**src/rtl/dff_bank_seq_pkg.sv**
```systemverilog
`default_nettype none
// ============================================================================
// Module   : dff_bank_seq_pkg
// Brief    : Shared state encoding and parameter limits for dff_bank_seq.
// Revision : 1.0  initial release
// ============================================================================
package dff_bank_seq_pkg;

  typedef enum logic [1:0] {
    IDLE    = 2'd0,
    CAPTURE = 2'd1,
    DRIVE   = 2'd2,
    TURN    = 2'd3
  } state_t;

  localparam int HOLD_MAX = 255;
  localparam int TURN_MAX = 255;

endpackage
`default_nettype wire

```
**src/rtl/dff_bank_seq_rr_arb2.sv**
```systemverilog
`default_nettype none
// ============================================================================
// Module   : rr_arb2
// Brief    : Two-input round-robin arbiter; last-winner register moves on upd.
// Revision : 1.0  initial release
// ============================================================================
module rr_arb2 (
  input  logic       clk,
  input  logic       rst,
  input  logic [1:0] req,
  input  logic       upd,
  output logic [1:0] gnt
);

  logic r_last;

  // On a tie the requester opposite the previous winner gets the bank.
  always_comb begin
    gnt = 2'b00;
    case (req)
      2'b01:   gnt = 2'b01;
      2'b10:   gnt = 2'b10;
      2'b11:   gnt = r_last ? 2'b01 : 2'b10;
      default: gnt = 2'b00;
    endcase
  end

  always_ff @(posedge clk) begin
    if (rst) begin
      r_last <= 1'b1;
    end else if (upd && (req != 2'b00)) begin
      r_last <= gnt[1];
    end
  end

endmodule
`default_nettype wire

```
**src/rtl/dff_bank_seq.sv**
```systemverilog
`default_nettype none
// ============================================================================
// Module   : dff_bank_seq
// Brief    : Arbitrated capture/drive/turnaround sequencer for a DFF bank.
//            Optional macro DFF_BANK_SEQ_POL_EN adds pol_i output inversion.
// Revision : 1.0  initial release
// ============================================================================
module dff_bank_seq #(
  parameter int WIDTH       = 4,
  parameter int HOLD_CYCLES = 8,
  parameter int TURN_CYCLES = 1
) (
  input  logic             clk,
  input  logic             rst,
  input  logic [1:0]       req_i,
  input  logic [WIDTH-1:0] data0_i,
  input  logic [WIDTH-1:0] data1_i,
`ifdef DFF_BANK_SEQ_POL_EN
  input  logic [WIDTH-1:0] pol_i,
`endif
  output logic [1:0]       ack_o,
  output logic [1:0]       gnt_o,
  output logic [WIDTH-1:0] d_o,
  output logic             ce_o,
  output logic             oe_o,
  output logic             busy_o
);

  import dff_bank_seq_pkg::*;

  localparam int c_cnt_max = (HOLD_CYCLES > TURN_CYCLES) ? HOLD_CYCLES : TURN_CYCLES;
  localparam int c_cnt_w   = (c_cnt_max > 1) ? $clog2(c_cnt_max) : 1;
  localparam logic [c_cnt_w-1:0] c_hold_load = c_cnt_w'(HOLD_CYCLES - 1);
  localparam logic [c_cnt_w-1:0] c_turn_load = c_cnt_w'(TURN_CYCLES - 1);
  localparam logic [c_cnt_w-1:0] c_one       = c_cnt_w'(1);

  generate
    if (HOLD_CYCLES < 1 || HOLD_CYCLES > HOLD_MAX) begin : g_hold_range_err
      $error("dff_bank_seq: HOLD_CYCLES out of range 1..255");
    end
    if (TURN_CYCLES < 1 || TURN_CYCLES > TURN_MAX) begin : g_turn_range_err
      $error("dff_bank_seq: TURN_CYCLES out of range 1..255");
    end
  endgenerate

  state_t               r_state;
  logic [c_cnt_w-1:0]   r_cnt;
  logic [1:0]           w_gnt;
  logic                 w_arb_upd;
  logic [WIDTH-1:0]     w_sel_data;
  logic [WIDTH-1:0]     w_cap_data;

  assign w_arb_upd  = (r_state == IDLE);
  assign w_sel_data = w_gnt[1] ? data1_i : data0_i;

`ifdef DFF_BANK_SEQ_POL_EN
  assign w_cap_data = w_sel_data ^ pol_i;
`else
  assign w_cap_data = w_sel_data;
`endif

  rr_arb2 u_arb (
    .clk (clk),
    .rst (rst),
    .req (req_i),
    .upd (w_arb_upd),
    .gnt (w_gnt)
  );

  always_ff @(posedge clk) begin
    if (rst) begin
      r_state <= IDLE;
      r_cnt   <= '0;
      ack_o   <= 2'b00;
      gnt_o   <= 2'b00;
      d_o     <= '0;
      ce_o    <= 1'b0;
      oe_o    <= 1'b0;
      busy_o  <= 1'b0;
    end else begin
      case (r_state)
        IDLE: begin
          if (req_i != 2'b00) begin
            r_state <= CAPTURE;
            gnt_o   <= w_gnt;
            ack_o   <= w_gnt;
            d_o     <= w_cap_data;
            ce_o    <= 1'b1;
            busy_o  <= 1'b1;
          end
        end
        CAPTURE: begin
          r_state <= DRIVE;
          r_cnt   <= c_hold_load;
          ack_o   <= 2'b00;
          d_o     <= '0;
          ce_o    <= 1'b0;
          oe_o    <= 1'b1;
        end
        DRIVE: begin
          if (r_cnt == '0) begin
            r_state <= TURN;
            r_cnt   <= c_turn_load;
            oe_o    <= 1'b0;
          end else begin
            r_cnt <= r_cnt - c_one;
          end
        end
        TURN: begin
          // gnt_o stays with the owner so the bus turnaround is attributed.
          if (r_cnt == '0) begin
            r_state <= IDLE;
            gnt_o   <= 2'b00;
            busy_o  <= 1'b0;
          end else begin
            r_cnt <= r_cnt - c_one;
          end
        end
        default: begin
          r_state <= IDLE;
        end
      endcase
    end
  end

endmodule
`default_nettype wire

```
**config.mk**
```make
export PLATFORM = sky130hd
export DESIGN_NAME = dff_bank_seq
export DESIGN_NICKNAME = d
export VERILOG_FILES = /design/src/rtl/dff_bank_seq_pkg.sv /design/src/rtl/dff_bank_seq_rr_arb2.sv /design/src/rtl/dff_bank_seq.sv
export SDC_FILE = /design/constraint.sdc
export NUM_CORES = 1
export LEC_CHECK = 0
export CAP_MARGIN = 15
export CELL_PAD_IN_SITES_DETAIL_PLACEMENT = 0
export CELL_PAD_IN_SITES_GLOBAL_PLACEMENT = 2
export CORE_ASPECT_RATIO = 0.8
export CORE_UTILIZATION = 25
export CTS_CLUSTER_SIZE = 20
export DETAILED_ROUTE_END_ITERATION = 7
export PLACE_DENSITY_LB_ADDON = 0.1
export RECOVER_POWER = 25
export SETUP_SLACK_MARGIN = 0.15
export SLEW_MARGIN = 20
export SYNTH_ARGS = -nofsm -noshare
export SYNTH_HDL_FRONTEND = slang
export SYNTH_SLANG_ARGS = --single-unit
```
**constraint.sdc**
```tcl
create_clock -name clk -period 1.53 [get_ports clk]
set_input_delay 0.306 -clock clk [delete_from_list [all_inputs] [get_ports clk]]
set_output_delay 0.306 -clock clk [all_outputs]
set_load 0.005 [all_outputs]
```
* After elaboration in Yosys (flattened, before gate mapping)
Cells that the tools add are included.
** Cells by class
- Add/sub/neg operators :: 1
- Eq/ne operators :: 10
- Multiplexer cells :: 20
- Reduce and logical (&&, ||, !) cells :: 13
** Operator list (count)
- two-way mux 2 bit :: 5
- one-hot mux 3 bit (3 select lines) :: 1
- == test 2 bit, second input constant :: 4
- two-way mux 4 bit :: 2
- inequality test 2 bit, second input constant :: 4
- one-hot mux 2 bit (2 select lines) :: 2
- one-hot mux 2 bit (4 select lines) :: 1
- one-hot mux 4 bit (2 select lines) :: 1
- nonzero test 2 bit :: 4
- two-way mux 3 bit :: 2
- one-hot mux 1 bit (2 select lines) :: 3
- one-hot mux 2 bit (3 select lines) :: 1
- AND reduction 2 bit :: 3
- AND reduction 3 bit :: 2
- == test 2 x 1 -> 1 bit, second input constant :: 2
- zero test 3 bit :: 1
- nonzero test 3 bit :: 1
- subtractor 3 x 1 -> 3 bit, second input constant :: 1
- zero test 2 bit :: 1
- two-way mux 1 bit :: 2
- logical AND 1 bit :: 1
** Storage, ports and cells
- Register bits :: 17
- Input port bits :: 12
- Output and inout port bits :: 11
- Logic and storage cells :: 53

* Logic depth before layout (Yosys ltp)
Gate-level depths: netlist of run 1.
- Depth in word-level cells :: 5
- Mapped depth :: 6
- Gate-level depth less buffers :: 6

* By module
From an unflattened synthesis of run 1, not the netlist that was laid out.
** Unflattened totals
- Cell total of the unflattened synthesis :: 93
- Area, all modules :: 928.4 µm²
** By module, submodules not included
- dff_bank_seq :: times used 1, cells an instance 86, area each 867.1 µm², seq. area each 320.3 µm²
- rr_arb2 :: times used 1, cells an instance 7, area each 61.3 µm², seq. area each 20.0 µm²

* Worst setup path before layout of run 1
No wires, ideal clock.
- Path type :: reg2reg
- Start :: register r_state[0]
- End :: register r_state[1]
- Setup time :: 0.128 ns
- Arrival time :: 1.356 ns
- Required time :: 1.402 ns
- Path slack :: 0.046 ns
- Cell stages (with the launch flop) :: 7
- Path buffers :: 0
- Period minus slack after synthesis :: 1.484 ns
- Path through :: dfxtp_1 -> inv_1 -> ha_1 -> or3b_4 -> o21ai_2 -> mux2i_1 -> nor2_1
** On the way
- Longest elaborated chain between the ends :: 3
- Elaborated cells on any way between the ends :: 9
- Those cells by class :: eq/ne (6); mux (1); reduce/logical (2)
** RTL lines
- start, declared :: RTL line dff_bank_seq.sv:46 : state_t r_state;
- start signal, assigned :: RTL line dff_bank_seq.sv:72 : r_state <= IDLE;
- start signal, assigned :: RTL line dff_bank_seq.sv:84 : r_state <= CAPTURE;
- start signal, assigned :: RTL line dff_bank_seq.sv:93 : r_state <= DRIVE;
- == test 2 bit or zero test 2 bit (tied branches) :: RTL line dff_bank_seq.sv:81 : case (r_state)
- inequality test 2 bit (no line)
- AND reduction 3 bit (no line)
Parallel ways exist; a longest one is shown, timed or not.
A chain may end at the register's enable or synchronous reset.

* Final worst setup path of run 1
- Start :: register r_state[0]
- End :: register d_o[2]
** On the way
- Longest elaborated chain between the ends :: 3
- Elaborated cells on any way between the ends :: 6
- Those cells by class :: eq/ne (2); mux (1); reduce/logical (3)
** RTL lines
- == test 2 x 1 -> 1 bit or zero test 2 bit (tied branches) :: RTL line dff_bank_seq.sv:81
- nonzero test 2 bit (no line) or inequality test 2 bit (tied branches)
- AND reduction 2 bit (no line)
- end signal, assigned :: RTL line dff_bank_seq.sv:87 : d_o <= w_cap_data;
- end, declared :: RTL line dff_bank_seq.sv:23 : output logic [WIDTH-1:0] d_o,
Parallel ways exist; a longest one is shown, timed or not.

==> results of run 1 <==
## layout by cell type (no fill, tap or decap), drive strengths merged, types with 2 or more instances in the layout
| master | count |
|---|---|
| nand2 | 3 |
| dfxtp | 17 |
| a21oi | 7 |
| inv | 7 |
| clkbuf | 4 |
| dlygate4sd2 | 11 |
| o21ai | 5 |
| nand2b | 5 |
| a22oi | 2 |
| nor2 | 15 |
| o2bb2ai | 4 |
| nor3 | 2 |
| mux2i | 7 |
| clkdlybuf4s50 | 10 |
| ha | 6 |
| buf | 15 |
## what timing repair did
action | CTS | global route
cloned | 0 | 0
endpoints found under the setup margin | 21 | 15
pin swaps | 3 | 4
setup buffers | 2 | 2
gates resized for setup | 21 | 21
## power groups by stage
stage	registers [W]	clock network, W	logic, W
global placement	0.000724	0	0.00117
CTS	0.000731	0.000349	0.00117
finish	0.000757	0.000338	0.00134
detailed placement	0.000725	0	0.00116
global route	0.000779	0.000380	0.00148
floorplan	0.000717	0	0.000686
## per-layer routing
metal	wire length (um)	up-vias	GRT usage (%)
li1	-	428	-
met5	0	-	0
met2	1050	15	19.5
met3	112	2	4.96
met4	10	0	1.75
met1	1080	381	17.0
## through the flow
step	cells	hold WS, ns	instance area (um2)	setup TNS, ns	setup slack, ns
2_1_floorplan	99	0.379	903	0	0.150
3_3_place_gp	169	0.450	1240	-1.10	-0.154
3_5_place_dp	169	0.454	1240	-1.25	-0.188
4_1_cts	175	0.459	1310	0	0.102
5_1_grt	177	0.489	1410	0	0.0522
6_report	177	0.470	1410	0	0.103
## cell type report
type / count / area, um2 / share of cell area [%]
multi-input cells: 72 / 609 / 43.3
flip-flops and latches: 17 / 350 / 24.9
repair buffers: 37 / 322 / 22.8
well taps: 40 / 50.0 / 3.56
clock buffers: 4 / 45.0 / 3.20
inverters: 7 / 31.3 / 2.22
## kinds of logic after synthesis
| kind of cell | count (synthesis) | share of synthesized area (%) |
|---|---|---|
| AO/OA/AOI/OAI | 27 | 21.9 |
| adder cells (fa/ha/maj) | 6 | 8.43 |
| buffers and inverters | 10 | 4.49 |
| flip-flops | 17 | 38.2 |
| multiplexers | 7 | 7.87 |
| AND/OR/NAND/NOR | 32 | 19.1 |
## worst reg2reg max path: cells and delay by family (launching register included)
| family | cells | cell delay, ns |
|---|---|---|
| adder cells (fa/ha/maj) | 1 | 0.13 |
| AO/OA/AOI/OAI | 2 | 0.18 |
| AND/OR/NAND/NOR | 2 | 0.62 |
| flip-flops | 1 | 0.36 |
| buffers and inverters | 1 | 0.07 |
## registers in the layout (all words and copies together), names as in the netlist
register and cells:
gnt_o 2, busy_o 1, r_cnt 3, r_state 2, d_o 4, ce_o 1, oe_o 1, ack_o 2
u_arb.r_last 1
## how the worst max path moves through the flow
stage	from	end	slack (ns)	cells after the start
6_report	r_state[0]	d_o[2]	0.10	6
5_1_grt	req_i[0]	d_o[2]	0.05	6
4_1_cts	r_state[0]	d_o[1]	0.10	6
3_5_place_dp	req_i[0]	d_o[3]	-0.19	5
3_3_place_gp	req_i[0]	d_o[2]	-0.15	6
2_1_floorplan	r_state[1]	r_state[1]	0.15	6
==> flow_summary.toml, run 1 <==
[run_status]
status = "completed"

[clocking]
clk_pin_slew_worst_paths_ns = 0.07
clockBufferDepth = 2
cts_max_level = 1
cts_tree = "yes"
clock_latency_ns = 0.25
cts_sinks = 17
numCtsBuffers = 3
postCtsHoldBufs = 0
cts-root-buf = "clkbuf_8"

[critical_path]
r2r_setup_slack_ns = 0.10
reg2reg_from = "r_state[0]"
regToRegEndpoint = "d_o[2]"
crit_path_end_kind = "register"
cp_top_family = "simple AND/OR/NAND/NOR gates"
crit_path_start_kind = "register"
worst_ep_required_time_ns = 1.72
slowest_stage = "or3b_4"
path_buf_inv = 1
slowest_delay_ns = 0.41
crit_type = "reg2reg"
r2r_cells = 6
cp_max_fo = 4
worstPathArrival_ns = 1.62
path_cells = "inv_4 > ha_4 > or3b_4 > o21ai_4 > and2b_4 > o2bb2ai_2"

[floorplan]
start_util_pct = 27.5
die_h_um = 55.4
io_pins = 23
row_count = 18
fp.dieW_um = 68.7
design.core.area_um2 = 3240
fp.dieArea_um2 = 3810

[detailed_routing]
wirelength_um = 2250
drc = 0
routed_via_density = 4.67
first_iter_violations = 16
first_pass_iters = 4
ant_nets = 0
vias = 826
wire_per_inst_um = 12.7

[synth]
synth_nets = 117
ys_ff_latch = 17
ys_top_cells_by_area = "dfxtp_1 38%, ha_1 8.4%, mux2i_1 7.9%, nor2_1 6.3%, a21oi_1 3.9%"
yosysTopAreaCell = "dfxtp_1"
synth_ff_type = "dfxtp_1"
yosysSeqAreaShare_pct = 38.2
ys_async_sr_fraction_pct = 0
yosysWarnings = 0
postSynthCellCount = 99
synth_edf_count = 0
synth_most_common_cell = "dfxtp_1"
synth_area_per_cell_um2 = 9.00
yosysUniqueCellTypes = 32
synth_top_area_share_pct = 38.2
yosys-top-cells-count = "17 x dfxtp_1, 15 x nor2_1, 7 x a21oi_1, 7 x inv_1, 7 x mux2i_1"
syn_area_um2 = 891

[sta]
slew-limit-headroom_pct = 80.9
finalClockSkew_ns = 0.00134
setup_viol = 0
drv_slew = 0
hold_viol = 0
timing.final.crit_share_pct = 93.2
fin_crit_ns = 1.43
worst_slew_pin_slew_ns = 0.283
fmax_mhz = 701
rsz0062_at_grt = "yes"

[cells_and_area]
nNetsFinal = 156
post-route-util_pct = 43.4
syn_to_final_growth_pct = 58.0
drive_above_1_share_pct = 34.3
diodes = 0
num-fill-cells = 336

[power_and_ir_drop]
peakVddDrop_mv = 0.729
power_w = 0.00244
p_int_w = 0.00153
clkPwrFrac_pct = 13.9
swShare_pct = 37.2
p_leak_nw = 0.605
switchingPower_w = 0.000908
seq_power_share_pct = 31.0
pwr-share-comb_pct = 55.1
powerDensity_nw_per_um2 = 1730

[grt]
gr-total-overflow = 0
antenna_found_initial = 0
grt_max_degree = 10
grt_use_total_pct = 12.7
first_global_vias = 819
grt_pass1_wl_um = 3650

[worst_hold_path]
holdPathStages = 1
hold_end = "d_o[3]"
min_from = "d_o[3]"
hold_class = "reg2reg"

[placement]
place_hpwl_um = 1620
io_buffers = 22
gp_congestion = 0.701

[job]
maxCapViolCount = 0
(Power assumes the default switching activity.)
==> run 2, diff against run 1 <==
REMOVE_ABC_BUFFERS = 1   (was not set)
clock period = 1.2 ns   (was 1.53 ns; I/O delays follow)
==> flow_summary.toml, run 2 (same netlist as run 1, synthesis figures left out) <==
[run_status]
status = "finished with violations"
violations = "negative setup slack"

[grt]
grt_pass1_wl_um = 4110
grt_max_degree = 14
first_global_vias = 926
gr-total-overflow = 0
antenna_found_initial = 0
grt_use_total_pct = 14.1

[detailed_routing]
vias = 899
routed_via_density = 4.63
drc = 0
wirelength_um = 2480
ant_nets = 0
first_iter_violations = 23
first_pass_iters = 4
wire_per_inst_um = 12.8

[sta]
rsz0062_at_grt = "yes"
slew-limit-headroom_pct = 75.9
drv_slew = 0
fmax_mhz = 711
worst_slack_ns = -0.207
worst_slew_pin_slew_ns = 0.357
fin_crit_ns = 1.41
setup_viol = 16
timing.final.crit_share_pct = 117
finalClockSkew_ns = 0.00467
hold_viol = 0
whs_ns = 0.455

[floorplan]
fp.dieArea_um2 = 3810
row_count = 18
io_pins = 23
start_util_pct = 27.5
design.core.area_um2 = 3240
fp.dieW_um = 68.7
die_h_um = 55.4

[placement]
dp_cells = 182
place_hpwl_um = 1760
place_area_um2 = 1330
io_buffers = 22
gp_congestion = 0.714

[worst_hold_path]
hold_end = "d_o[0]"
min_from = "d_o[0]"
holdPathStages = 1
hold_class = "reg2reg"

[clocking]
cts_tree = "yes"
clockBufferDepth = 2
cts-root-buf = "clkbuf_8"
cts_max_level = 1
clk_pin_slew_worst_paths_ns = 0.07
clock_latency_ns = 0.25
numCtsBuffers = 3
cts_sinks = 17

[critical_path]
worstPathArrival_ns = 1.59
crit_type = "reg2reg"
crit_path_start_kind = "register"
regToRegEndpoint = "d_o[0]"
r2r_setup_slack_ns = -0.21
cp_max_fo = 4
reg2reg_from = "r_state[0]"
r2r_cells = 6
worst_ep_required_time_ns = 1.38
crit_path_end_kind = "register"

[power_and_ir_drop]
peakVddDrop_mv = 1.11
powerDensity_nw_per_um2 = 2250
p_leak_nw = 0.654

[cells_and_area]
final_common_cell = "buf_4"
diodes = 0
largest_reg_flops = 4
final_cell_count_no_fill = 194
stdcell_area_um2 = 1610
nNetsFinal = 173
drive_above_1_share_pct = 54.5
syn_to_final_growth_pct = 80.5
mostFrequentLayoutCells = "27 x buf_4, 12 x nor2_1, 11 x dfxtp_2, 10 x clkdlybuf4s50_1, 6 x mux2i_1"
reg.largest.list = "d_o x4, r_cnt x3"
regMostFlops = "d_o"
num-fill-cells = 311

[job]
maxCapViolCount = 0
## run 2: cell count changes in the layout (fill, tap and decap cells not counted), moves of 3 or more
cell,delta
clkbuf_2,+3
clkdlybuf4s15_1,+5
buf_6,+5
dfxtp_2,+9
dlygate4sd2_1,-10
ha_4,+3
buf_4,+12
clkdlybuf4s15_2,+3
dfxtp_1,-8
ha_1,-3
## run 2: where the power goes
part / switching (W) / internal [W] / leakage (nW)
clock: 0.000188 / 0.000235 / 0.0228
combinational: 0.000956 / 0.00128 / 0.487
sequential: 0.000153 / 0.000802 / 0.145
total: 0.00130 / 0.00232 / 0.654
## run 2: layout make-up
class                   instances  area (um2)  area share, %
clock buffers                   4        45.0           2.80
inverters                       7        28.8           1.79
multi-input cells              72         659           41.0
flip-flops and latches         17         358           22.3
well taps                      40        50.0           3.11
repair buffers                 54         467           29.0
## run 2: critical path, cell delays in order (launching register included)
cell and delay, ns:
dfxtp_2 0.34, inv_2 0.08, ha_4 0.13, or3b_4 0.40, o21ai_4 0.09, and2b_4 0.20
o2bb2ai_1 0.11
## run 2: through the flow
step	util, %	setup TNS [ns]	power (W)	setup WS (ns)
after floorplan	-	-3.57	0.00173	-0.432
after global placement	40.9	-5.36	0.00257	-0.492
after detailed placement	40.9	-5.69	0.00258	-0.522
after CTS	47.3	-2.38	0.00337	-0.197
after global routing	49.6	-3.41	0.00390	-0.263
final	49.6	-2.18	0.00362	-0.207
## run 2: how the worst max path moves through the flow
stage	start	end	slack (ns)	cells past startpoint
after floorplan	r_state[0]	d_o[0]	-0.43	6
after global placement	req_i[1]	d_o[2]	-0.49	5
after detailed placement	req_i[1]	d_o[2]	-0.52	5
after CTS	r_state[0]	d_o[3]	-0.20	6
after global routing	r_state[0]	r_state[1]	-0.26	6
final	r_state[0]	d_o[0]	-0.21	6
## run 2: metal layers
metal,wire (um),up-vias,GRT usage (%)
li1,-,459,-
met1,1260,422,19.7
met2,1130,18,22.5
met3,81,0,3.72
met4,0,0,0.875
met5,0,-,0
## run 2: timing repair
item                       in CTS  in global routing
gates resized for setup        64                 20
hold buffers                    0                  0
setup endpoints to repair      28                 23
setup buffers                   5                  3
pin swaps                       7                  6
